==> config.mk <==
export PLATFORM = sky130hd
export DESIGN_NAME = vga_timing_ctrl
export DESIGN_NICKNAME = d
export VERILOG_FILES = /design/src/rtl/vga_timing_ctrl.sv
export SDC_FILE = /design/constraint.sdc
export NUM_CORES = 1
export LEC_CHECK = 0
export ABC_AREA = 0
export ABC_CLOCK_PERIOD_IN_PS = 2800
export CAP_MARGIN = 5
export CORE_MARGIN = 5
export CORE_UTILIZATION = 35
export CTS_BUF_LIST = sky130_fd_sc_hd__clkbuf_8
export DETAILED_ROUTE_END_ITERATION = 8
export GPL_TIMING_DRIVEN = 0
export HOLD_SLACK_MARGIN = 0.1
export PLACE_DENSITY_LB_ADDON = 0.2
export SLEW_MARGIN = 20
export SYNTH_ARGS = -nofsm -noshare
export SYNTH_HDL_FRONTEND = slang
export SYNTH_SLANG_ARGS = --single-unit
export TNS_END_PERCENT = 20
==> constraint.sdc <==
create_clock -name clk_v -period 2.8 [get_ports clk_v]
set_input_delay 0.56 -clock clk_v [delete_from_list [all_inputs] [get_ports clk_v]]
set_output_delay 0.56 -clock clk_v [all_outputs]
set_load 0.01 [all_outputs]
==> src/rtl/vga_timing_ctrl.sv <==
// VGA timing controller: raster counters, per-pixel buffer requests, and a
// three-stage alignment pipeline that places the returned RGB444 pixel on
// the same clock as its hsync/vsync/data-enable.
module vga_timing_ctrl #(
    parameter int H_ACTIVE = 640,
    parameter int H_FP     = 16,
    parameter int H_SYNC   = 96,
    parameter int H_BP     = 48,
    parameter int V_ACTIVE = 480,
    parameter int V_FP     = 10,
    parameter int V_SYNC   = 2,
    parameter int V_BP     = 33,
    parameter int HS_POL   = 0,
    parameter int VS_POL   = 0,
    parameter int CNT_W    = 12
) (
    input  logic             clk_v,
    input  logic             reset_v,
    input  logic             enable_i,
    input  logic [11:0]      data_i,
    output logic             data_req_o,
    output logic             hsync_o,
    output logic             vsync_o,
    output logic             de_o,
    output logic [11:0]      rgb_o,
    output logic             frame_start_o,
    output logic [CNT_W-1:0] h_cnt_o,
    output logic [CNT_W-1:0] v_cnt_o
);

    localparam int H_TOTAL = H_ACTIVE + H_FP + H_SYNC + H_BP;
    localparam int V_TOTAL = V_ACTIVE + V_FP + V_SYNC + V_BP;

    localparam logic [CNT_W-1:0] CNT_ONE  = CNT_W'(1);
    localparam logic [CNT_W-1:0] H_LAST   = CNT_W'(H_TOTAL - 1);
    localparam logic [CNT_W-1:0] V_LAST   = CNT_W'(V_TOTAL - 1);
    localparam logic [CNT_W-1:0] H_ACT    = CNT_W'(H_ACTIVE);
    localparam logic [CNT_W-1:0] V_ACT    = CNT_W'(V_ACTIVE);
    localparam logic [CNT_W-1:0] HS_START = CNT_W'(H_ACTIVE + H_FP);
    localparam logic [CNT_W-1:0] HS_END   = CNT_W'(H_ACTIVE + H_FP + H_SYNC);
    localparam logic [CNT_W-1:0] VS_START = CNT_W'(V_ACTIVE + V_FP);
    localparam logic [CNT_W-1:0] VS_END   = CNT_W'(V_ACTIVE + V_FP + V_SYNC);

    localparam logic HS_ON = (HS_POL != 0);
    localparam logic VS_ON = (VS_POL != 0);

    // The ping-pong buffer swaps halves every 128 pixels, so a frame must
    // consume a whole number of halves or the halves drift frame to frame.
    if ((H_ACTIVE * V_ACTIVE) % 128 != 0) begin : g_frame_size_chk
        $error("vga_timing_ctrl: H_ACTIVE*V_ACTIVE must be a multiple of 128");
    end
    if ((H_TOTAL >= (1 << CNT_W)) || (V_TOTAL >= (1 << CNT_W))) begin : g_cnt_w_chk
        $error("vga_timing_ctrl: CNT_W too narrow for the raster totals");
    end

    // Pin level for a sync strobe given its asserted polarity.
    function automatic logic sync_level(input logic asserted, input logic pol);
        return asserted ? pol : ~pol;
    endfunction

    logic [CNT_W-1:0] h_cnt_q, h_cnt_d;
    logic [CNT_W-1:0] v_cnt_q, v_cnt_d;

    logic active_p0, hs_p0, vs_p0, sof_p0;

    logic req_p1_q, de_p1_q, sof_p1_q, hs_p1_q, vs_p1_q;
    logic de_p2_q, sof_p2_q, hs_p2_q, vs_p2_q;

    logic [11:0] rgb_q;
    logic        de_q, hsync_q, vsync_q, fs_q;

    // Stage 0: next raster position; disabled means parked at the frame origin
    always_comb begin
        h_cnt_d = h_cnt_q;
        v_cnt_d = v_cnt_q;
        if (!enable_i) begin
            h_cnt_d = '0;
            v_cnt_d = '0;
        end else if (h_cnt_q == H_LAST) begin
            h_cnt_d = '0;
            v_cnt_d = (v_cnt_q == V_LAST) ? '0 : v_cnt_q + CNT_ONE;
        end else begin
            h_cnt_d = h_cnt_q + CNT_ONE;
        end
    end

    // Counter registers
    always_ff @(posedge clk_v) begin
        if (reset_v) begin
            h_cnt_q <= '0;
            v_cnt_q <= '0;
        end else begin
            h_cnt_q <= h_cnt_d;
            v_cnt_q <= v_cnt_d;
        end
    end

    // Region decode of the current raster position
    always_comb begin
        active_p0 = (h_cnt_q < H_ACT) && (v_cnt_q < V_ACT);
        hs_p0     = (h_cnt_q >= HS_START) && (h_cnt_q < HS_END);
        vs_p0     = (v_cnt_q >= VS_START) && (v_cnt_q < VS_END);
        sof_p0    = (h_cnt_q == '0) && (v_cnt_q == '0);
    end

    // Stage 1: issue the buffer request and carry the decoded strobes
    always_ff @(posedge clk_v) begin
        if (reset_v) begin
            req_p1_q <= 1'b0;
            de_p1_q  <= 1'b0;
            sof_p1_q <= 1'b0;
            hs_p1_q  <= 1'b0;
            vs_p1_q  <= 1'b0;
        end else begin
            req_p1_q <= enable_i & active_p0;
            de_p1_q  <= enable_i & active_p0;
            sof_p1_q <= enable_i & sof_p0;
            hs_p1_q  <= hs_p0;
            vs_p1_q  <= vs_p0;
        end
    end

    // Stage 2: wait out the buffer's registered read
    always_ff @(posedge clk_v) begin
        if (reset_v) begin
            de_p2_q  <= 1'b0;
            sof_p2_q <= 1'b0;
            hs_p2_q  <= 1'b0;
            vs_p2_q  <= 1'b0;
        end else begin
            de_p2_q  <= de_p1_q;
            sof_p2_q <= sof_p1_q;
            hs_p2_q  <= hs_p1_q;
            vs_p2_q  <= vs_p1_q;
        end
    end

    // Stage 3: registered pins; pixel data is blanked outside active video
    always_ff @(posedge clk_v) begin
        if (reset_v) begin
            rgb_q   <= 12'h000;
            de_q    <= 1'b0;
            hsync_q <= ~HS_ON;
            vsync_q <= ~VS_ON;
            fs_q    <= 1'b0;
        end else begin
            rgb_q   <= de_p2_q ? data_i : 12'h000;
            de_q    <= de_p2_q;
            hsync_q <= sync_level(hs_p2_q, HS_ON);
            vsync_q <= sync_level(vs_p2_q, VS_ON);
            fs_q    <= sof_p2_q & de_p2_q;
        end
    end

    assign data_req_o    = req_p1_q;
    assign de_o          = de_q;
    assign rgb_o         = rgb_q;
    assign hsync_o       = hsync_q;
    assign vsync_o       = vsync_q;
    assign frame_start_o = fs_q;
    assign h_cnt_o       = h_cnt_q;
    assign v_cnt_o       = v_cnt_q;

endmodule

==> Word level (Yosys, flattened, before mapping) <==
Index checks and enable logic that the tools add are counted.
{ "classes": {"n_lt_le_gt_ge": 6, "n_reduce_logical": 9, "n_eq_ne": 2, "n_addsub": 2, "mux": 3, "bitwise": 5} }
{ "ops": {"columns": ["operator", "count"], "rows": [
  ["$add 12x1->12 const B", 2],
  ["$eq 12x10->1 const B", 2],
  ["$logic_not 12->1", 2],
  ["$lt 12x10->1 const B", 2],
  ["$lt 12x9->1 const B", 2],
  ["$ge 12x10->1 const B", 1],
  ["$ge 12x9->1 const B", 1],
  ["$mux 12", 1],
  ["$logic_and 1x1->1", 4],
  ["$reduce_or 2->1", 2],
  ["$and 1x1->1", 3],
  ["$reduce_or 3->1", 1],
  ["$mux 1", 2],
  ["$not 1->1", 2]
]} }
{ "totals": {"regBits": 48, "in_bits": 15, "wordCells": 42, "out_inout_bits": 41} }

==> Longest topological paths before layout <==
Gate-level depths: netlist of run 1.
{ "depth": {"depth_word": 3, "depth_mapped": 6, "depth_no_buf": 5} }

==> Worst setup path after synthesis of run 1 <==
No wires, ideal clock.
{ "synth_path": {"path_type": "flip-flop to flip-flop", "from": "register h_cnt_q[5], in the netlist h_cnt_o[5]", "to": "register v_cnt_q[11], in the netlist v_cnt_o[11]", "arrival_time_ns": 2.141, "setup_time_ns": 0.130, "path_buffers": 1, "stages_incl_launch_ff": 6, "required_ns": 2.670, "period_less_slack_ns": 2.270, "path_slack_ns": 0.530, "cell_sequence": "dfxtp_1 -> or4_4 -> or4_1 -> o41ai_2 -> buf_4 -> a21oi_1"} }
{ "synth_via": {"elab_chain_cells": 1} }
{ "synth_lines": {"columns": ["item", "line", "rtl"], "rows": [
  ["start: declaration", "61", "logic [CNT_W-1:0] h_cnt_q, h_cnt_d;"],
  ["start signal: assignment", "93", "h_cnt_q <= h_cnt_d;"],
  ["$eq 12x10->1", "79", "end else if (h_cnt_q == H_LAST) begin"],
  ["end signal: assignment", "94", "v_cnt_q <= v_cnt_d;"],
  ["end: declaration", "62", "logic [CNT_W-1:0] v_cnt_q, v_cnt_d;"]
]} }
Every way passes these cells.
A chain may end at the register's enable or synchronous reset.

==> Worst setup path in the final report of run 1 <==
{ "layout_path": {"from": "register h_cnt_q[11], in the netlist h_cnt_o[11]", "to": "register v_cnt_q[2], in the netlist v_cnt_o[2]"} }
The elaborated chain is that of the path after synthesis.

==> results of run 1 <==
## synth_stat cells
cell type	count	area (µm²)
sky130_fd_sc_hd__o41ai_1	1	8.76
sky130_fd_sc_hd__clkbuf_2	1	5.00
sky130_fd_sc_hd__clkbuf_1	7	26.3
sky130_fd_sc_hd__nor3_1	4	20.0
sky130_fd_sc_hd__dfxtp_1	48	961
sky130_fd_sc_hd__a21oi_1	10	50.1
sky130_fd_sc_hd__o41ai_2	1	16.3
sky130_fd_sc_hd__nand3_1	8	40.0
sky130_fd_sc_hd__xor2_1	2	17.5
sky130_fd_sc_hd__nand2b_1	2	12.5
sky130_fd_sc_hd__inv_1	9	33.8
sky130_fd_sc_hd__nor2b_1	6	37.5
sky130_fd_sc_hd__ha_1	4	50.1
sky130_fd_sc_hd__nand4b_1	2	17.5
sky130_fd_sc_hd__mux2i_1	1	10.0
sky130_fd_sc_hd__or3_1	3	18.8
sky130_fd_sc_hd__nor2_1	21	78.8
sky130_fd_sc_hd__and2_1	13	81.3
sky130_fd_sc_hd__xnor2_1	10	87.6
sky130_fd_sc_hd__buf_4	1	7.51
sky130_fd_sc_hd__or4_4	1	11.3
sky130_fd_sc_hd__nand4_1	6	37.5
sky130_fd_sc_hd__buf_2	1	5.00
sky130_fd_sc_hd__nand2_1	9	33.8
sky130_fd_sc_hd__o31ai_1	4	30.0
sky130_fd_sc_hd__nand3b_1	1	7.51
sky130_fd_sc_hd__and3_1	1	6.26
sky130_fd_sc_hd__nor4b_1	1	8.76
sky130_fd_sc_hd__nor4_1	8	50.1
sky130_fd_sc_hd__and3b_1	1	8.76
sky130_fd_sc_hd__or4_1	8	60.1
sky130_fd_sc_hd__o21ai_0	5	25.0
## worst max-delay path by stage
stage / startpoint / to / slack (ps) / cells past startpoint
final: h_cnt_o[11] / v_cnt_o[2] / 340 / 5
after global placement: h_cnt_o[11] / v_cnt_o[11] / 340 / 5
after global routing: h_cnt_o[0] / v_cnt_o[11] / 240 / 6
after detailed placement: h_cnt_o[11] / v_cnt_o[11] / 350 / 5
after CTS: h_cnt_o[11] / v_cnt_o[2] / 330 / 5
after floorplan: h_cnt_o[5] / v_cnt_o[11] / 530 / 5
## where the power goes
part           leakage, nW  switching (W)  internal [W]
logic                0.410      0.0000204     0.0000329
clock network       0.0434       0.000230      0.000200
registers            0.388     0.00000307      0.000689
## kinds of logic after synthesis
family                     count (synthesis)
xor gates and xnor gates                  12
adders and majority gates                  4
and+or+nand+nor                           95
DFF                                       48
buffers and inverters                     19
AOI/OAI and AO/OA                         21
muxes                                      1
## routing by layer
layer / share of wire [%] / routed length (µm) / vias to the layer above / GRT usage (%)
met5: 0 / 0 / - / 0
met4: 1.8 / 78 / 0 / 5.35
met2: 44 / 1890 / 53 / 19.6
met3: 5.4 / 229 / 9 / 4.06
li1: - / - / 814 / -
met1: 49 / 2080 / 746 / 16.6
## worst max-delay path: stages, from the launching register on
cell and delay (ps):
sky130_fd_sc_hd__dfxtp_1 370, sky130_fd_sc_hd__or4_4 580, sky130_fd_sc_hd__or4_1 600, sky130_fd_sc_hd__o41ai_2 490, sky130_fd_sc_hd__buf_4 250, sky130_fd_sc_hd__nor2_1 60
## metrics by stage
| step | setup WS, ps | power [W] | std cells |
|---|---|---|---|
| after CTS | 325 | 0.00119 | 332 |
| after global routing | 244 | 0.00122 | 332 |
| after detailed placement | 351 | 0.000763 | 324 |
| after global placement | 335 | 0.000761 | 324 |
| after floorplan | 530 | 0.000728 | 200 |
| final | 339 | 0.00118 | 332 |
## final cells by class
class	instances	area (µm²)	area share, %
plain buffers	10	43.8	1.69
clock buffers	6	82.6	3.19
clock inverters	2	15.0	0.580
inverters	9	33.8	1.30
multi-input cells	133	826	31.9
flip-flops and latches	48	961	37.1
well taps	70	87.6	3.38
repair buffers	54	541	20.9
==> results.txt, run 1 <==
----------------------------------------------------
[Route]
  Post-route DRC ... 0
  Via density ... ~5
  Vias post-DR ... 1,622
  Post-DR wirelength/cell ... ~13 µm
  Drt total wl ... 4280 µm
  Post-DRT Antenna Nets ... 0
  Violation count after the first detailed-routing iteration ... 47
  First-pass iteration count of the detailed router ... 4

[Die]
  Width of the die ... 83.0 µm
  Core region area ... ~5100 µm²
  Total I/O pin count ... between 50 and 60
  Initial core utilization ... between 30% and 40%
  Rows ... 26
  Area of the die ... 6890 µm²
  Die height ... around 83 µm

[Setup path]
  Startpoint-to-endpoint class of the critical path ... register to register
  Length in cells of the worst reg-to-reg path ... 5
  CP Capture Type ... register
  Endpoint of the worst-slack reg-to-reg timing path ... v_cnt_o[2]
  Required time at the endpoint of the critical path ... 2990 ps
  Launch instance of the worst register-to-register path ... h_cnt_o[11]
  R2R setup slack ... 340 ps
  Critical Path Start Type ... register
  Signal arrival time at the worst endpoint ... 2650 ps
  Critical path fanouts, max ... 10

[Timing]
  Final-report hold violation count ... 0
  Minimum clock period ... between 2000 and 2500 ps
  Maximum frequency from static timing analysis ... 406 MHz
  Setup repair after global routing missed its margin ... no
  Period Utilization, post-route ... between 80% and 90%
  Worst hold margin ... 385 ps
  Number of failing setup endpoints in the final timing report ... 0
  Transition time at the pin with the least slew margin ... just under 900 ps
  Relative slew margins ... between 40% and 50%
  Final Skew ... approximately 6.5 ps
  Max Slew Vio Count ... 0
  Sum Neg Setup Slack ... 0 ps

[Clock tree]
  Maximum root-to-sink buffer count ... 2
  Clock net sink count ... 48
  Post-CTS repair timing setup buffer count ... 0
  Total CTS buffers ... 5
  Buffer type at the clock tree root ... sky130_fd_sc_hd__clkbuf_8
  Clock network latency to the later pin of the worst-skew pair ... about 300 ps
  H-tree levels ... 2
  Clock tree from TritonCTS ... yes
  Number of buffers inserted by hold repair at cts ... 0
  Post-CTS sizing ... 0
  CTS clock-pin slew for the worst setup and hold paths ... approximately 90 ps

[Hold path]
  Hold path endpoint ... hsync_o
  Worst Hold Launch ... hs_p2_q
  Path category of the worst min-delay check ... register to register
  Cell count of the worst hold path ... 1

[Finish]
  Layout cell share with drive strength beyond 1 ... under 10%
  Number of inserted filler cells in the final layout ... 529
  Post-layout utilization of the core ... between 50% and 60%
  Area Overhead vs Synth ... 38.9%
  Design area ... about 2600 µm²
  Most common cell after layout, fill and taps aside ... sky130_fd_sc_hd__clkdlybuf4s50_1
  Top library cells by usage in the layout, fill and taps aside ... sky130_fd_sc_hd__clkdlybuf4s50_1, sky130_fd_sc_hd__dfxtp_1, sky130_fd_sc_hd__nor2_1
  Diodes inserted ... 0
  Final layout net count ... 280

[Placed design]
  DP HPWL ... approximately 3200 µm
  Post-place instance area ... about 2500 µm²
  Number of port buffers ... 54
  Final RePlAce weighted congestion ... between 0.7 and 0.8

[GRT]
  Wire length of the first global-routing pass ... around 7200 µm
  Initial antenna violation count ... 0
  Global-route congestion overflow total ... 0
  Via count of the first global-routing pass ... 1,501
  Pin count of the biggest net entering global routing ... 16
  Overall fraction of global-route tracks in use ... 12.8%

[Run]
  # Max-Cap Violations ... 0

[Logic synthesis]
  Simple-gate area share of the yosys netlist ... 28.5%
  Dominant combinational cell family by area after synthesis ... simple AND/OR/NAND/NOR gates
  Fraction of the mapped netlist area in adder cells ... 2.68%
  Count of yosys warnings during synthesis ... 0
  Library cells used by synthesis ... 32
  Syn Inst Count ... 200
  Number of storage elements in the synthesis netlist ... 48
  Mux cell area share after synthesis ... less than 1%
  Sequential share of the synthesized area ... 51.5%
  Post-Synth XOR/XNOR Area ... around 5.6%
  Summed instance area of the synthesized netlist ... approximately 1900 µm²
  Syn nets ... between 200 and 250
  Mapped Avg Cell Area ... 9.32 µm²
  Compound-cell area share of the yosys netlist ... ~7.0%

[Power]
  Power Dens Cells ... roughly 450 nW/µm²
  IR drop worst, VDD ... 181 µV
  Leakage power total ... between 0.8 and 0.9 nW

[Outcome]
  Status ... finished, final reports clean

----------------------------------------------------
No activity file was read; power rests on OpenSTA's default activity.
==> run 2, diff against run 1 <==
Settings changed: CORE_UTILIZATION 35 to 48, MAX_ROUTING_LAYER set to met4.
==> run 2 against run 1 <==
Global-route usage increased by 3.9 points; highest routed layer unchanged; flip-flop and latch count unchanged; die area decreased by 24%; sequential power about the same; largest power group unchanged; non-clock buffer count unchanged; first-iteration DRC count increased by 70%; design area decreased by 1.1%; sequential share of layout area increased by 0.40 points; clock skew increased by 1.2 ps; utilization increased by 19 points; combinational power about the same; critical endpoint is now v_cnt_o[11].
==> results.txt, run 2 (same netlist as run 1, synthesis figures left out) <==
----------------------------------------------------
[Setup path]
  R2R setup slack ... 320 ps (about the same)
  CP Capture Type ... register
  Critical Path Start Type ... register
  Required time at the endpoint of the critical path ... 2980 ps (about the same)
  Critical path fanouts, max ... 10 (unchanged)
  Startpoint-to-endpoint class of the critical path ... register to register
  Signal arrival time at the worst endpoint ... 2650 ps (about the same)

[Finish]
  Diodes inserted ... 0 (unchanged)
  Layout cell share with drive strength beyond 1 ... 4.96% (unchanged)
  Post-layout utilization of the core ... 69.0% (+19 points)
  Top library cells by usage in the layout, fill and taps aside ... sky130_fd_sc_hd__clkdlybuf4s50_1, sky130_fd_sc_hd__dfxtp_1, sky130_fd_sc_hd__nor2_1
  Most common cell after layout, fill and taps aside ... sky130_fd_sc_hd__clkdlybuf4s50_1
  Area Overhead vs Synth ... 37.4%
  Final layout net count ... 280 (unchanged)

[Clock tree]
  CTS clock-pin slew for the worst setup and hold paths ... 90 ps (about the same)
  Total CTS buffers ... 5 (unchanged)
  Number of buffers inserted by hold repair at cts ... 0 (unchanged)
  Clock network latency to the later pin of the worst-skew pair ... 300 ps (about the same)
  Maximum root-to-sink buffer count ... 2 (unchanged)
  Clock tree from TritonCTS ... yes
  Clock net sink count ... 48 (unchanged)
  H-tree levels ... 2 (unchanged)
  Post-CTS repair timing setup buffer count ... 0 (unchanged)
  Buffer type at the clock tree root ... sky130_fd_sc_hd__clkbuf_8
  Post-CTS sizing ... 0 (unchanged)

[Timing]
  Worst hold margin ... 378 ps (-6.48 ps)
  Final Skew ... 7.65 ps (+1.16 ps)
  Maximum frequency from static timing analysis ... 404 MHz (-0.60%)
  Max Slew Vio Count ... 0 (unchanged)
  Period Utilization, post-route ... 88.4% (+0.53 points)
  Transition time at the pin with the least slew margin ... 791 ps (-92.7 ps)
  Sum Neg Setup Slack ... 0 ps (unchanged)
  Minimum clock period ... 2480 ps (+14.8 ps)
  Final-report hold violation count ... 0 (unchanged)
  Setup repair after global routing missed its margin ... no
  Relative slew margins ... 46.8% (+6.2 points)
  Number of failing setup endpoints in the final timing report ... 0 (unchanged)

[Die]
  Width of the die ... 72.3 µm (-13%)
  Area of the die ... 5230 µm² (-24%)
  Initial core utilization ... 50.2% (+14 points)
  Die height ... 72.3 µm (-13%)
  Rows ... 22 (-15%)
  Core region area ... 3720 µm² (-28%)
  Total I/O pin count ... 56 (unchanged)

[Power]
  Leakage power total ... 0.842 nW (unchanged)
  Power Dens Cells ... 458 nW/µm² (+0.85%)
  IR drop worst, VDD ... 250 µV (+38%)

[GRT]
  Wire length of the first global-routing pass ... 6800 µm (-6.1%)
  Pin count of the biggest net entering global routing ... 16 (unchanged)
  Global-route congestion overflow total ... 0 (unchanged)
  Initial antenna violation count ... 0 (unchanged)
  Via count of the first global-routing pass ... 1,432 (-4.6%)
  Overall fraction of global-route tracks in use ... 16.7% (+3.9 points)

[Route]
  Violation count after the first detailed-routing iteration ... 80 (+70%)
  Via density ... 5.06 (+3.7%)
  Vias post-DR ... 1,570 (-3.2%)
  WL met2 ... 1900 µm (+0.74%)
  Topmost layer with routed signal wires ... met4
  Detailed route wirelength on metal3 ... 213 µm (-7.0%)
  Post-DRT Antenna Nets ... 0 (unchanged)
  Drt total wl ... 4000 µm (-6.4%)
  First-pass iteration count of the detailed router ... 4 (unchanged)
  Post-route DRC ... 0 (unchanged)
  DRT met1 WL ... 1860 µm (-11%)
  Post-DR wirelength/cell ... 12.9 µm (+0.28%)

[Run]
  # Max-Cap Violations ... 0 (unchanged)

[Hold path]
  Path category of the worst min-delay check ... register to register

[Outcome]
  Status ... finished, final reports clean

[Placed design]
  Number of port buffers ... 54 (unchanged)
  DP HPWL ... 2920 µm (-7.9%)
  Final RePlAce weighted congestion ... 0.802 (+0.31%)

----------------------------------------------------
## run 2: cell counts in the layout (fill, tap and decap cells not counted)
No cell type changed its count.
## run 2: layout make-up
| cell class | instances | area, µm² |
|---|---|---|
| Buffer | 10 | 43.8 |
| Clock buffer | 6 | 82.6 |
| Clock inverter | 2 | 15.0 |
| Fill cell | 289 | 1150 |
| Inverter | 9 | 33.8 |
| Multi-Input combinational cell | 133 | 826 |
| Sequential cell | 48 | 961 |
| Tap cell | 48 | 60.1 |
| Timing Repair Buffer | 54 | 541 |
## run 2: final timing paths
path	start	endpoint	cells past startpoint
setup reg to reg	h_cnt_o[11]	v_cnt_o[11]	5
hold reg to reg	vs_p2_q	vsync_o	1
hold / removal	vs_p2_q	vsync_o	1
setup / recovery	h_cnt_o[11]	v_cnt_o[11]	5
## run 2: worst max-delay path, cell delays in order, from the launching register on
cell and delay (ps):
sky130_fd_sc_hd__dfxtp_1 380, sky130_fd_sc_hd__or4_4 590, sky130_fd_sc_hd__or4_1 600, sky130_fd_sc_hd__o41ai_2 490, sky130_fd_sc_hd__buf_4 250, sky130_fd_sc_hd__a21oi_1 50
## run 2: stage by stage
| stage | cell area, µm² | instances | total power (W) | setup WS, ps |
|---|---|---|---|---|
| 2_1_floorplan | 1860 | 200 | 0.000728 | 530 |
| 6_report | 2560 | 310 | 0.00117 | 324 |
| 4_1_cts | 2560 | 310 | 0.00119 | 312 |
| 5_1_grt | 2560 | 310 | 0.00122 | 76.6 |
| 3_5_place_dp | 2460 | 302 | 0.000762 | 351 |
| 3_3_place_gp | 2460 | 302 | 0.000761 | 329 |
## run 2: report_power, final
| group | internal [W] | switching, W |
|---|---|---|
| registers | 0.000689 | 0.00000303 |
| clock network | 0.000200 | 0.000227 |
| logic | 0.0000332 | 0.0000203 |
## run 2: metal layers
layer  up-vias  track usage, %
met5         -               -
met4         0            5.64
met3         4            3.19
met2        44            25.8
met1       709            21.9
li1        813               -
